File: src/rtl/rf_wb_arbiter.sv
// Register-file writeback arbiter: merges in-order WB-stage writes with queued
// mul/div results onto the single write port and tracks pending mul/div destinations.
module rf_wb_arbiter #(
  parameter int DEPTH      = 4,
  parameter int STARVE_MAX = 3
) (
  input  logic        clk,
  input  logic        rst,
  input  logic        pipe_we,
  input  logic [4:0]  pipe_waddr,
  input  logic [31:0] pipe_wdata,
  output logic        pipe_hold,
  input  logic        md_valid,
  input  logic [4:0]  md_waddr,
  input  logic [31:0] md_wdata,
  output logic        md_ready,
  input  logic        iss_md,
  input  logic [4:0]  iss_waddr,
  input  logic [4:0]  qA,
  input  logic [4:0]  qB,
  output logic        raw_stall,
  output logic [4:0]  W,
  output logic [31:0] din,
  output logic        RFWr
);

  localparam int PTR_W = $clog2(DEPTH);
  localparam int CNT_W = PTR_W + 1;
  localparam int ST_W  = $clog2(STARVE_MAX + 1);

  logic [4:0]       mem_addr_q [DEPTH];
  logic [31:0]      mem_data_q [DEPTH];
  logic [PTR_W-1:0] wr_ptr_q, wr_ptr_d, rd_ptr_q, rd_ptr_d;
  logic [CNT_W-1:0] count_q, count_d;
  logic [ST_W-1:0]  starve_q, starve_d;
  logic [31:0]      pending_q, pending_d;
  logic [4:0]       w_q, w_d;
  logic [31:0]      din_q, din_d;
  logic             rfwr_q, rfwr_d;

  logic pipe_req, fifo_empty, forced, pop, grant_pipe, push;
  logic [4:0]  head_addr;
  logic [31:0] head_data;

  assign pipe_req   = pipe_we && (pipe_waddr != 5'd0);
  assign fifo_empty = (count_q == '0);
  assign forced     = !fifo_empty && (starve_q == ST_W'(STARVE_MAX));
  assign pop        = !fifo_empty && (forced || !pipe_req);
  assign grant_pipe = pipe_req && !forced;
  assign md_ready   = (count_q < CNT_W'(DEPTH));
  // A zero-destination result is handshaken but never queued.
  assign push       = md_valid && md_ready && (md_waddr != 5'd0);
  assign head_addr  = mem_addr_q[rd_ptr_q];
  assign head_data  = mem_data_q[rd_ptr_q];

  assign pipe_hold  = pipe_req && forced;
  assign raw_stall  = pending_q[qA] | pending_q[qB];
  assign W          = w_q;
  assign din        = din_q;
  assign RFWr       = rfwr_q;

  // NOTE: every always_comb output gets a default first so no path leaves it unassigned (no latch).
  always_comb begin
    wr_ptr_d  = wr_ptr_q;
    rd_ptr_d  = rd_ptr_q;
    count_d   = count_q;
    starve_d  = starve_q;
    pending_d = pending_q;
    w_d       = w_q;
    din_d     = din_q;
    rfwr_d    = 1'b0;

    if (push) wr_ptr_d = wr_ptr_q + PTR_W'(1);
    if (pop)  rd_ptr_d = rd_ptr_q + PTR_W'(1);
    if (push && !pop)      count_d = count_q + CNT_W'(1);
    else if (!push && pop) count_d = count_q - CNT_W'(1);

    // Non-empty and not popped means the WB stage won this cycle.
    if (pop || fifo_empty)            starve_d = '0;
    else if (!forced)                 starve_d = starve_q + ST_W'(1);

    if (pop) begin
      rfwr_d = 1'b1;
      w_d    = head_addr;
      din_d  = head_data;
      pending_d[head_addr] = 1'b0;
    end else if (grant_pipe) begin
      rfwr_d = 1'b1;
      w_d    = pipe_waddr;
      din_d  = pipe_wdata;
    end

    // Applied after the pop clear so a same-register set wins.
    if (iss_md && (iss_waddr != 5'd0)) pending_d[iss_waddr] = 1'b1;
    pending_d[0] = 1'b0;
  end

  // NOTE: sequential state uses non-blocking assignments so all registers update together at the edge.
  always_ff @(posedge clk) begin
    if (rst) begin
      wr_ptr_q  <= '0;
      rd_ptr_q  <= '0;
      count_q   <= '0;
      starve_q  <= '0;
      pending_q <= '0;
      w_q       <= '0;
      din_q     <= '0;
      rfwr_q    <= 1'b0;
    end else begin
      wr_ptr_q  <= wr_ptr_d;
      rd_ptr_q  <= rd_ptr_d;
      count_q   <= count_d;
      starve_q  <= starve_d;
      pending_q <= pending_d;
      w_q       <= w_d;
      din_q     <= din_d;
      rfwr_q    <= rfwr_d;
    end
  end

  // NOTE: FIFO storage has no reset; entries are only read when count marks them valid.
  always_ff @(posedge clk) begin
    if (push) begin
      mem_addr_q[wr_ptr_q] <= md_waddr;
      mem_data_q[wr_ptr_q] <= md_wdata;
    end
  end

endmodule
File: config.mk
export PLATFORM = sky130hd
export DESIGN_NAME = rf_wb_arbiter
export DESIGN_NICKNAME = d
export VERILOG_FILES = /design/src/rtl/rf_wb_arbiter.sv
export SDC_FILE = /design/constraint.sdc
export NUM_CORES = 1
export LEC_CHECK = 0
export CAP_MARGIN = 20
export CORE_ASPECT_RATIO = 0.9
export CORE_UTILIZATION = 45
export CTS_CLUSTER_SIZE = 25
export DETAILED_ROUTE_END_ITERATION = 16
export PLACE_DENSITY = 0.79
export SLEW_MARGIN = 20
export SYNTH_ARGS = -nofsm -noshare
export SYNTH_HDL_FRONTEND = slang
export SYNTH_SLANG_ARGS = --single-unit
export TNS_END_PERCENT = 30
File: constraint.sdc
create_clock -name clk -period 5.2 [get_ports clk]
set_input_delay 1.04 -clock clk [delete_from_list [all_inputs] [get_ports clk]]
set_output_delay 1.04 -clock clk [all_outputs]
set_load 0.02 [all_outputs]
# Word-level counts from Yosys, hierarchy flattened
# Memory sizes are Yosys's and may differ from the RTL's. A register that Yosys moved wholly into a read port is not among the register bits.
# Cells that the tools add are included.
# Widths: inputs -> output; s select.
[totals]
register_bits = 79
mem_bits_rw = 148
word_cells = 78
mem_count = 2
[memory_table]
columns = ["name", "depth", "word_bits", "rd", "rd_ports_with_merged_regs", "wr", "line", "source"]
rows = [
  ["mem_data_q", 4, 32, 1, 1, 1, "32", "logic [31:0] mem_data_q [DEPTH];"],
  ["mem_addr_q", 4, 5, 1, 1, 1, "31", "logic [4:0] mem_addr_q [DEPTH];"],
]
[classes]
n_addsub = 5
order_cmp = 7
eq_ne = 1
muxes = 24
n_bitwise = 4
reduce_logical = 26
[ops]
columns = ["cell", "count"]
rows = [
  ["$mux 32", 4],
  ["$and 32x32->32", 1],
  ["$not 32->32", 1],
  ["$or 32x32->32", 1],
  ["$lt 5x6->1 const B", 4],
  ["$reduce_bool 5->1", 3],
  ["$logic_and 1x1->1", 12],
  ["$bmux 1 s5", 2],
  ["$demux 1 s5", 2],
  ["$ge 5x1->1 const B", 2],
  ["$mux 5", 2],
  ["$mux 1", 8],
  ["$mux 2", 4],
  ["$add 2x1->2 const B", 3],
  ["$mux 3", 2],
  ["$logic_not 1->1", 5],
  ["$reduce_bool 2->1", 2],
  ["$add 3x1->3 const B", 1],
  ["$logic_not 3->1", 1],
  ["$lt 3x3->1 const B", 1],
  ["$sub 3x1->3 const B", 1],
  ["$eq 2x2->1 const B", 1],
  ["$logic_or 1x1->1", 2],
  ["$reduce_or 2->1", 1],
  ["$or 1x1->1", 1],
]

# Longest topological paths before layout
# Gate-level depths: netlist (run 1).
[logic_depth]
word_depth = 9
mapped_depth = 13
ltp_nobuf = 11

# Worst setup path after synthesis (run 1)
# Ideal clock, no wire load.
[synth_timing]
path_type = "input-to-output"
from = "in qB[0]"
to = "out raw_stall"
t_arrival_ns = 2.548
t_required_ns = 4.160
path_slack_ns = 1.612
stages = 5
n_path_buf = 1
cell_sequence = "clkbuf_1 -> mux4_2 -> mux2_2 -> a31oi_1 -> o211ai_1"
[synth_between]
elab_chain_len = 3
[synth_lines]
columns = ["element", "line", "source"]
rows = [
  ["start: declaration", "20", "input logic [4:0] qB,"],
  ["$bmux 1 s5", "57", "assign raw_stall = pending_q[qA] | pending_q[qB];"],
  ["$mux 1 (not written as such)", "57", ""],
  ["$or 1x1->1", "57", ""],
  ["end: declaration", "21", "output logic raw_stall,"],
]
# No other way between the ends. The select of a mux whose other input is x is not followed.

# Final worst setup path (run 1)
# Same ends and word-level chain as after synthesis.

==> impl_metrics.py, run 1 <==
metrics = {
    "timing": {
        "fin_skew_ns": 0.0102,
        "max_freq_mhz": 223,
        "holdWs_ns": 0.462,
        "slew_headroom_pct": 29.2,
        "period_share_pct": 86.4,
        "tightest_slew_ns": 1.06,
        "setup_violations": 0,
        "final_hold_viol_count": 0,
        "finalWorstSetupSlack_ns": 0.706,
        "maxSlewViolCount": 0,
        "min_period_ns": 4.49,
        "finalSetupTns_ns": 0,
        "rsz0062_at_grt": "false",
    },
    "routing": {
        "drt_iter0_markers": 366,
        "routed_wl_mm": 20.8,
        "remaining_drc_errors": 0,
        "vias_per_cell": 5.48,
        "route.vias.total": 6027,
        "ant_nets": 0,
        "wire_per_inst_um": 18.9,
        "firstDrtPassIters": 4,
    },
    "final_layout": {
        "area.growth.synth_to_final_pct": 22.7,
        "final_util_pct": 56.3,
        "fillers": 1714,
        "n_antenna_cell": 0,
        "fin_nets": 898,
        "fin_cells": 1100,
        "drive_above_1_share_pct": 14.1,
    },
    "logic_synthesis": {
        "synth_edf_count": 148,
        "synth_nets": 778,
        "yosys.area.top_type": "edfxtp_1",
        "synth_top_area_share_pct": 46.7,
        "yosysWarnings": 0,
        "ys_ff_latch": 228,
        "synthFlopType": "edfxtp_1",
        "synth.avg_cell_area_um2": 14.1,
        "synth_cell_types": 47,
        "synth_most_common_cell": "edfxtp_1",
        "synthArstFlopShare_pct": 0,
        "syn_area_um2": 9520,
        "netlist_top_cells_area": "edfxtp_1 (47%), dfxtp_1 (17%), mux4_2 (12%)",
        "seq_area_frac_synth_pct": 63.5,
        "synth_cells": 677,
        "synth_common_cells": "edfxtp_1 (148), dfxtp_1 (80), nand2_1 (79)",
    },
    "critical_path": {
        "cp_data_required_time_ns": 4.16,
        "cp-start-kind": "input pin",
        "critPathArrivalTime_ns": 3.45,
        "endpoint_kind": "primary output",
        "cp_max_fo": 9,
        "crit_type": "in2out",
    },
    "floorplanning": {
        "die_w_um": 155,
        "start_util_pct": 45.8,
        "core-area_um2": 20800,
        "die_h_um": 140,
        "fp-row-count": 50,
        "die_area_um2": 21700,
        "pin_count": 135,
    },
    "cts": {
        "cts.sinks": 228,
        "ctsHoldBuffers": 0,
        "tritoncts": "built",
        "htree_levels": 1,
        "root_buffer": "clkbuf_16",
        "cts_resized": 0,
        "clk_pin_slew_ns": 0.06,
        "numCtsBuffers": 23,
        "cts_buffer_depth": 3,
        "postCtsSetupRepairBufs": 0,
        "worstSkewPairLatency_ns": 0.50,
    },
    "global_routing": {
        "grtUsageTotal_pct": 19.5,
        "grt_pass1_vias": 6102,
        "overflow": 0,
        "grt_start_max_net_pins": 84,
        "grt_pass1_wl_mm": 33.0,
        "antenna_found_initial": 0,
    },
    "placed_design": {
        "dpl.hpwl_mm": 13.0,
        "gp_congestion": 0.906,
        "dp_cells": 1058,
        "port-buffer-count": 134,
        "place_ws_ns": 0.691,
    },
    "power": {
        "p_leak_uw": 0.00391,
        "ir_drop_uv": 237,
        "power_density_nw_per_um2": 460,
    },
    "flow_run": {
        "max_cap_viol_count": 0,
    },
    "run_status": {
        "run_status": "complete, no violations",
    },
    "worst_hold_path": {
        "hold_path_class": "reg2reg",
    },
}
-- metal layers --
layer / up-vias / global-route usage, % / share of wire, %
li1: 2808 / - / -
met1: 2972 / 26.9 / 43
met2: 213 / 31.7 / 47
met3: 34 / 3.99 / 7.7
met4: 0 / 5.01 / 1.8
met5: - / 0 / 0
-- worst max-delay path: stages --
cell,delay (ns)
clkdlybuf4s50_1,0.75
mux4_2,0.57
mux2_2,0.28
a31oi_1,0.17
o211ai_1,0.10
clkdlybuf4s50_1,0.55
-- cell type report --
class	instances	area (um2)	area share, %
Clock buffer	33	623	5.33
Clock inverter	9	48.8	0.418
Inverter	10	40.0	0.343
Multi-Input combinational cell	398	3210	27.5
Sequential cell	228	6050	51.8
Tap cell	286	358	3.06
Timing Repair Buffer	136	1350	11.6
-- flip-flops by register name, summed over array words and instances, names as in the netlist, named ones only --
signal	cells
starve_q	2
W	5
pending_q	31
RFWr	1
mem_addr_q	20
wr_ptr_q	2
rd_ptr_q	2
mem_data_q	128
count_q	3
din	32
-- placed cells by master (no fill, tap or decap), drive strengths merged, types with 7 or more instances in the layout --
master / n
mux2i: 7
a21oi: 7
edfxtp: 148
a311oi: 34
dfxtp: 80
clkbuf: 33
nor2b: 35
clkinv: 7
o21ai: 63
nand2: 82
clkdlybuf4s50: 133
inv: 11
nor2: 52
mux4: 50
-- kinds of logic after synthesis --
kind of cell,after synthesis,share of synthesized area (%)
flip-flops,228,63.5
AND/OR/NAND/NOR,207,10.2
AO/OA/AOI/OAI,119,9.04
multiplexers,60,12.9
buffers and inverters,51,2.83
adder cells (fa/ha/maj),7,0.999
XOR/XNOR,5,0.460
-- power breakdown --
group	internal (uW)	switching (uW)
combinational	673	852
sequential	2190	170
clock	835	649
total	3700	1670
-- path summary, 6_finish.rpt --
kind | endpoint | depth (start not counted) | slack [ns] | start
setup / recovery | raw_stall | 6 | 0.71 | qB[0]
hold / removal | starve_q[0]$_SDFFE_PP0N_ | 1 | 0.46 | starve_q[0]$_SDFFE_PP0N_
setup reg to reg | count_q[2]$_SDFFE_PP0P_ | 9 | 2.15 | count_q[0]$_SDFFE_PP0P_
hold reg to reg | starve_q[0]$_SDFFE_PP0N_ | 1 | 0.46 | starve_q[0]$_SDFFE_PP0N_
-- metrics by stage --
step | instance area, um2 | power (uW)
3_3_place_gp | 11000 | 3910
5_1_grt | 11700 | 5650
4_1_cts | 11700 | 5430
3_5_place_dp | 11000 | 3940
2_1_floorplan | 9520 | 3440
6_report | 11700 | 5370
Note: power is estimated with default switching activity, not from simulation.
==> inputs of run 2 (changes only) <==
--- a/config.mk
+++ b/config.mk
@@ -7,6 +7,7 @@
 export LEC_CHECK = 0
 export CAP_MARGIN = 20
 export CORE_ASPECT_RATIO = 0.9
+export CORE_MARGIN = 2
 export CORE_UTILIZATION = 45
 export CTS_CLUSTER_SIZE = 25
 export DETAILED_ROUTE_END_ITERATION = 16
==> run 2 against run 1 <==
Non-clock buffer count unchanged. Sequential power about the same. Combinational power about the same. Fmax down 0.16%. Clock power up 7%. Clock skew up 0.0015 ns. Die area up 2.7%. Final cell count up 0.18%. Count of clock-buffer cells in the layout up 3. Critical endpoint unchanged. Largest cell class unchanged. Largest power group unchanged.
==> impl_metrics.py, run 2 (synthesis results as in run 1) <==
metrics = {
    "power": {
        "clkPwrFrac_pct": 28.9,
        "ir_drop_uv": 341,
        "total_power_uw": 5460,
        "power_density_nw_per_um2": 465,
        "p_leak_uw": 0.00395,
        "power.internal_uw": 3800,
        "pwr-share-comb_pct": 28.1,
        "power_frac_seq_pct": 43.0,
        "p_sw_uw": 1670,
        "p_sw_share_pct": 30.5,
    },
    "cts": {
        "cts.sinks": 228,
        "numCtsBuffers": 23,
        "htree_levels": 1,
        "root_buffer": "clkbuf_16",
        "worstSkewPairLatency_ns": 0.51,
        "ctsHoldBuffers": 0,
        "cts_resized": 0,
        "cts_buffer_depth": 3,
        "clk_pin_slew_ns": 0.05,
        "tritoncts": "built",
        "postCtsSetupRepairBufs": 0,
    },
    "critical_path": {
        "max_stage_delay_ns": 0.76,
        "worstPathCellList": "clkdlybuf4s50_1 -> mux4_2 -> mux2_2 -> a31oi_1 -> o211ai_1 -> clkdlybuf4s50_1",
        "cp_slowest_cell": "clkdlybuf4s50_1",
        "cp_max_fo": 9,
        "crit_type": "in2out",
        "timing.rr.start": "count_q[0]$_SDFFE_PP0P_",
        "critPathArrivalTime_ns": 3.46,
        "cp-start-kind": "input pin",
        "startpoint": "qB[0]",
        "endpoint_kind": "primary output",
        "crit_path_frequent_cell": "clkdlybuf4s50_1",
        "cp_data_required_time_ns": 4.16,
    },
    "routing": {
        "drt_iter0_markers": 378,
        "ant_nets": 0,
        "vias_per_cell": 5.45,
        "route.vias.total": 6011,
        "wire_per_inst_um": 18.7,
        "firstDrtPassIters": 5,
        "routed_wl_mm": 20.6,
        "remaining_drc_errors": 0,
    },
    "floorplanning": {
        "start_util_pct": 45.8,
        "die_w_um": 157,
        "die_area_um2": 22300,
        "core-area_um2": 20800,
        "die_h_um": 142,
        "pin_count": 135,
        "fp-row-count": 50,
    },
    "timing": {
        "slew_headroom_pct": 28.4,
        "fin_skew_ns": 0.0118,
        "holdWs_ns": 0.449,
        "period_share_pct": 86.6,
        "tightest_slew_ns": 1.07,
        "maxSlewViolCount": 0,
        "finalWorstSetupSlack_ns": 0.699,
        "setup_violations": 0,
        "finalSetupTns_ns": 0,
        "final_hold_viol_count": 0,
        "max_freq_mhz": 222,
        "rsz0062_at_grt": "false",
        "min_period_ns": 4.50,
    },
    "placed_design": {
        "dpl.hpwl_mm": 12.9,
        "gp_congestion": 0.851,
        "dp_cells": 1058,
        "place_ws_ns": 0.684,
        "port-buffer-count": 134,
    },
    "final_layout": {
        "layout_commonest_cell": "edfxtp_1",
        "fin_nets": 898,
        "largest_register_ff_count": 128,
        "drive_above_1_share_pct": 15.0,
        "area.growth.synth_to_final_pct": 23.5,
        "largest-register": "mem_data_q",
        "fin_cells": 1102,
        "final_cell_mix": "edfxtp_1 (148), clkdlybuf4s50_1 (133), dfxtp_1 (78), nand2_1 (78), o21ai_0 (60)",
    },
    "global_routing": {
        "grtUsageTotal_pct": 18.8,
        "grt_pass1_vias": 5995,
        "grt_start_max_net_pins": 84,
        "antenna_found_initial": 2,
        "grt_pass1_wl_mm": 32.7,
        "overflow": 0,
    },
    "worst_hold_path": {
        "hold_path_class": "reg2reg",
        "holdCritStartpoint": "starve_q[0]$_SDFFE_PP0N_",
    },
    "run_status": {
        "run_status": "complete, no violations",
    },
    "flow_run": {
        "max_cap_viol_count": 0,
    },
}
==> run 2: area by class of cell <==
type	count	area, um2
timing repair buffer	136	1350
inverter	10	40.0
clock inverter	6	33.8
tap	286	358
antenna	2	5.00
sequential	228	6050
multi-input combinational	398	3210
clock buffer	36	706
fill	1713	9010
==> run 2: critical path, delay by kind of cell <==
family	cells	cell delay (ns)
AO/OA/AOI/OAI	2	0.27
buffers and inverters	2	1.31
multiplexers	2	0.84
==> run 2: power by group through the flow <==
stage                     clock [uW]  combinational, uW  sequential (uW)
after floorplan                    0               1020             2430
after CTS                       1610               1550             2350
after global routing            1690               1680             2380
after detailed placement           0               1540             2390
after global placement             0               1520             2380
final                           1580               1530             2350
==> run 2: metal layers <==
layer	part of all wire, %	GRT usage (%)	wire, um
met2	48	30.5	9860
met3	6.1	3.87	1260
met4	2.0	4.64	410
met5	0	0	0
met1	44	26.3	9070
==> run 2: path summary, 6_finish.rpt <==
kind              depth (start not counted)                       end  slack (ns)
setup / recovery                          6                 raw_stall        0.70
hold / removal                            1  starve_q[0]$_SDFFE_PP0N_        0.45
setup reg to reg                          9   count_q[2]$_SDFFE_PP0P_        2.15
hold reg to reg                           1  starve_q[0]$_SDFFE_PP0N_        0.45
==> run 2: stage by stage <==
stage / cell area (um2) / util [%]
after global routing: 11800 / 56.6
after CTS: 11800 / 56.6
after global placement: 11000 / 53.0
after floorplan: 9520 / -
final: 11800 / 56.6
after detailed placement: 11000 / 53.0
